$ cat src/rtl/pipe_stage_reg.sv
`default_nettype none
//==============================================================================
// Module      : pipe_stage_reg
// Description : Valid/ready pipeline stage register, either a two-entry skid
//               buffer with registered in_ready or a single-entry flow stage.
// Revision    : 1.0 - initial release
//==============================================================================
module pipe_stage_reg #(
    parameter int               WIDTH  = 128,
    parameter logic [WIDTH-1:0] BUBBLE = '0,
    parameter int               SKID   = 1
) (
    input  logic             clk,
    input  logic             rst,
    input  logic             flush,
    input  logic             in_valid,
    output logic             in_ready,
    input  logic [WIDTH-1:0] in_data,
    output logic             out_valid,
    input  logic             out_ready,
    output logic [WIDTH-1:0] out_data,
    output logic [1:0]       count
);

    // State encoding doubles as the occupancy count.
    localparam logic [1:0] c_ST_EMPTY = 2'd0;
    localparam logic [1:0] c_ST_ONE   = 2'd1;
    localparam logic [1:0] c_ST_FULL  = 2'd2;

    generate
        if (SKID != 0) begin : g_skid
            logic [1:0]       state_q, state_d;
            logic [WIDTH-1:0] main_q, main_d;
            logic [WIDTH-1:0] skid_q, skid_d;
            logic             in_ready_q, in_ready_d;
            logic             w_accept;
            logic             w_retire;

            always_ff @(posedge clk) begin
                if (rst) begin
                    state_q    <= c_ST_EMPTY;
                    main_q     <= BUBBLE;
                    skid_q     <= BUBBLE;
                    in_ready_q <= 1'b1;
                end else begin
                    state_q    <= state_d;
                    main_q     <= main_d;
                    skid_q     <= skid_d;
                    in_ready_q <= in_ready_d;
                end
            end

            always_comb begin
                w_accept = in_valid && in_ready_q;
                w_retire = (state_q != c_ST_EMPTY) && out_ready;
                state_d  = state_q;
                main_d   = main_q;
                skid_d   = skid_q;
                if (flush) begin
                    state_d = c_ST_EMPTY;
                    main_d  = BUBBLE;
                    skid_d  = BUBBLE;
                end else begin
                    case (state_q)
                        c_ST_EMPTY: begin
                            if (w_accept) begin
                                state_d = c_ST_ONE;
                                main_d  = in_data;
                            end
                        end
                        c_ST_ONE: begin
                            if (w_accept && !w_retire) begin
                                state_d = c_ST_FULL;
                                skid_d  = in_data;
                            end else if (w_accept && w_retire) begin
                                main_d  = in_data;
                            end else if (w_retire) begin
                                state_d = c_ST_EMPTY;
                                main_d  = BUBBLE;
                            end
                        end
                        c_ST_FULL: begin
                            // in_ready is low here, so only a retire can occur.
                            if (w_retire) begin
                                state_d = c_ST_ONE;
                                main_d  = skid_q;
                                skid_d  = BUBBLE;
                            end
                        end
                        default: begin
                            state_d = c_ST_EMPTY;
                            main_d  = BUBBLE;
                            skid_d  = BUBBLE;
                        end
                    endcase
                end
                in_ready_d = (state_d != c_ST_FULL);
            end

            always_comb begin
                out_valid = (state_q != c_ST_EMPTY);
                out_data  = main_q;
                count     = state_q;
                in_ready  = in_ready_q;
            end
        end else begin : g_single
            logic             valid_q, valid_d;
            logic [WIDTH-1:0] data_q, data_d;
            logic             w_in_ready;
            logic             w_accept;
            logic             w_retire;

            always_ff @(posedge clk) begin
                if (rst) begin
                    valid_q <= 1'b0;
                    data_q  <= BUBBLE;
                end else begin
                    valid_q <= valid_d;
                    data_q  <= data_d;
                end
            end

            always_comb begin
                w_in_ready = !valid_q || out_ready;
                w_accept   = in_valid && w_in_ready;
                w_retire   = valid_q && out_ready;
                valid_d    = valid_q;
                data_d     = data_q;
                if (flush) begin
                    valid_d = 1'b0;
                    data_d  = BUBBLE;
                end else if (w_accept) begin
                    valid_d = 1'b1;
                    data_d  = in_data;
                end else if (w_retire) begin
                    valid_d = 1'b0;
                    data_d  = BUBBLE;
                end
            end

            always_comb begin
                out_valid = valid_q;
                out_data  = data_q;
                count     = {1'b0, valid_q};
                in_ready  = w_in_ready;
            end
        end
    endgenerate

endmodule
`default_nettype wire

$ cat config.mk
export PLATFORM = sky130hd
export DESIGN_NAME = pipe_stage_reg
export DESIGN_NICKNAME = d
export VERILOG_FILES = /design/src/rtl/pipe_stage_reg.sv
export SDC_FILE = /design/constraint.sdc
export NUM_CORES = 1
export LEC_CHECK = 0
export CORE_UTILIZATION = 52
export DETAILED_ROUTE_END_ITERATION = 7
export GPL_TIMING_DRIVEN = 0
export PLACE_DENSITY = 0.84
export SLEW_MARGIN = 10
export SYNTH_ARGS = -nofsm -noshare
export SYNTH_HDL_FRONTEND = slang
export SYNTH_SLANG_ARGS = --single-unit
$ cat constraint.sdc
create_clock -name clk -period 1.8 [get_ports clk]
set_clock_uncertainty 0.05 [all_clocks]
set_input_delay 0.36 -clock clk [delete_from_list [all_inputs] [get_ports clk]]
set_output_delay 0.36 -clock clk [all_outputs]
set_load 0.01 [all_outputs]
==> results.cfg <==
[run_status]
outcome = finished, violations left
violations = negative setup slack

[synth]
synthArstFlopShare = 0
synth_common_cells = dfxtp_1 (259), nor2_1 (258), mux2i_1 (257)
syn-mean-instance-area_um2 = 9.60
synth_top_family_by_area = multiplexers
ys_warn_count = 0
synth_xor_area_frac = 0
yosysTopAreaCell = dfxtp_1
synthFlopType = dfxtp_1
synth_seq_cells = 259
synth_most_common_cell = dfxtp_1
synth_top_area_share = 0.413
synth_compound_area_frac = 0.170
ys_top_cells_by_area = dfxtp_1 (41%), mux2i_1 (20%), o2bb2ai_1 (8.9%), nor2_1 (7.7%), a22oi_1 (7.7%)
synth-simple-area-share = 0.148
synth-edff-count = 0
synth_fp_nets = 1441
yosysSeqAreaShare = 0.413
synthAdderAreaFrac = 0
syn_area_um2 = 12600
synth_cell_types = 26
synthMuxAreaShare = 0.205
synthCells = 1308

[cts]
cts_root_buf = clkbuf_16
path_clk_slew_ns = 0.06
clkSinkCount = 259
clkLatencyLatePin_ns = 0.54
cts_buffers = 28
cts_htree_levels = 1
cts.path.max_buffers = 3
cts_tree = built

[drt]
drcViolationCount = 0
drt_iter0_markers = 683
vias = 11300
viasPerCell = 5.73
wl_per_cell_um = 19.2
drt-total-wl_um = 37900
ant_nets = 0
first_pass_iters = 5

[floorplanning]
die_w_um = 157
die_area_um2 = 24800
die_h_um = 157
core_um2 = 23500
io_pins = 265
start_util = 0.533
rows = 56

[placed_design]
hpwl_um = 24300
placed_area_um2 = 15600
portBuffers = 264
placedCellCount = 1891
globalplace.congestion = 0.818

[worst_setup_path]
cp.required_ns = 1.39
startpoint = count[0]
reg2reg_depth = 9
worstSetupEndpoint = out_valid
critical_path_class = flip-flop to primary output
r2r-start = count[1]
r2r_slack_ns = -0.15
regToRegEndpoint = out_data[40]
cp.arrival_ns = 1.58
cp-start-kind = flip-flop
end_kind = primary output
worstPathMaxFanout = 4

[cells_and_area]
layout.nets = 1764
final_util = 0.743
drive_above_1_share = 0.159
area_delta_synth_final_pct = 39.3
fin_cells = 1970
fin_area_um2 = 17500

[sta]
tightest_slew_ns = 0.520
min_period_ns = 1.99
fmax_mhz = 504
fin_setup_tns_ns = -4.34
fin_crit_sh = 1.10
hold_viol = 0
drv_slew = 0
setup_slack_ns = -0.185
maxSlewHeadroom = 0.653
rsz0062_at_grt = true
setup_violations = 46

[global_route]
track_usage = 0.275
grt_start_max_net_pins = 14
grt_pass1_vias = 10600
antenna_found_initial = 1
grt_pass1_wl_um = 54300
grt_overflow = 0

[pwr]
ir_worst_vdd_v = 0.000677
finalPower_uw = 14400
p_per_area_nw_per_um2 = 822
leakage_uw = 0.00678

[job]
drv_cap = 0

[worst_hold_path]
hold_path.class = flip-flop to flip-flop
## area by class of cell
type	count	area (µm²)
fill	1717	6050
multi-input combinational	919	6890
buffer	129	1110
sequential	259	5190
antenna	1	2.50
timing repair buffer	294	2950
tap	319	399
clock inverter	11	133
clock buffer	38	820
## how the worst min path moves through the flow
| stage | cells after the start | endpoint | slack (ns) | start |
|---|---|---|---|---|
| final | 2 | g_skid.skid_q[75] | 0.44 | g_skid.skid_q[75] |
| after global routing | 2 | g_skid.skid_q[103] | 0.47 | g_skid.skid_q[103] |
| after CTS | 2 | g_skid.skid_q[43] | 0.45 | g_skid.skid_q[43] |
| after detailed placement | 2 | g_skid.skid_q[43] | 0.43 | g_skid.skid_q[43] |
| after global placement | 2 | g_skid.skid_q[9] | 0.42 | g_skid.skid_q[9] |
| after floorplan | 2 | g_skid.skid_q[0] | 0.41 | g_skid.skid_q[0] |
## metrics by stage
stage	hold slack, ns	setup WS, ns
floorplan	0.410	0.178
global placement	0.422	-0.711
detailed placement	0.432	-0.804
CTS	0.447	-0.218
global route	0.467	-0.257
finish	0.440	-0.185
## power breakdown
part / total, µW / switching (µW) / internal (µW)
Sequential: 5940 / 80.7 / 5860
Combinational: 2480 / 1250 / 1230
Clock: 5950 / 2360 / 3590
Total: 14400 / 3690 / 10700
## critical path, stage by stage, from the launching register on
cell and delay, ns:
dfxtp_2 0.32, buf_6 0.12, buf_12 0.12, buf_8 0.11
or2_4 0.24, buf_6 0.12
## cell families (layout without fill, tap and decap cells)
family | Yosys count | count (layout)
multiplexers | 257 | 257
AO/OA/AOI/OAI | 263 | 263
flip-flops | 259 | 259
AND/OR/NAND/NOR | 399 | 399
buffers and inverters | 130 | 472
other | 0 | 1
## sequential cells by signal (all words and copies together), names as in the netlist
register       cells
count              2
g_skid.skid_q    128
out_data         128
in_ready           1
## layer usage
layer	track usage	wire length, µm	vias to the layer above
met2	0.468	18000	411
li1	-	-	5317
met5	0	0	-
met4	0.110	1470	0
met1	0.344	15900	5454
met3	0.0471	2480	106
## cell usage in the layout (no fill, tap or decap), types with 2 or more instances in the layout
| cell type | n |
|---|---|
| clkinv_2 | 7 |
| clkbuf_16 | 39 |
| clkbuf_4 | 6 |
| clkbuf_1 | 13 |
| dfxtp_1 | 256 |
| buf_12 | 13 |
| bufinv_16 | 3 |
| buf_4 | 15 |
| mux2i_1 | 257 |
| a21oi_1 | 2 |
| dfxtp_2 | 2 |
| clkdlybuf4s50_1 | 132 |
| nor2_1 | 258 |
| clkbuf_2 | 39 |
| buf_2 | 11 |
| buf_6 | 42 |
| nand3b_1 | 4 |
| o2bb2ai_1 | 128 |
| clkbuf_8 | 6 |
| a22oi_2 | 64 |
| and2_1 | 128 |
| dlygate4sd2_1 | 131 |
| a22oi_1 | 64 |
| buf_8 | 9 |
| buf_1 | 5 |
## what timing repair did
action                                  CTS  global route
pin swaps                                 1            21
endpoints found under the setup margin  375           246
endpoints found under the hold margin     0             0
gates resized for setup                 166           203
hold buffers                              0             0
buffers inserted                          7            11
cloned                                    0            12
(Power assumes the default switching activity.)
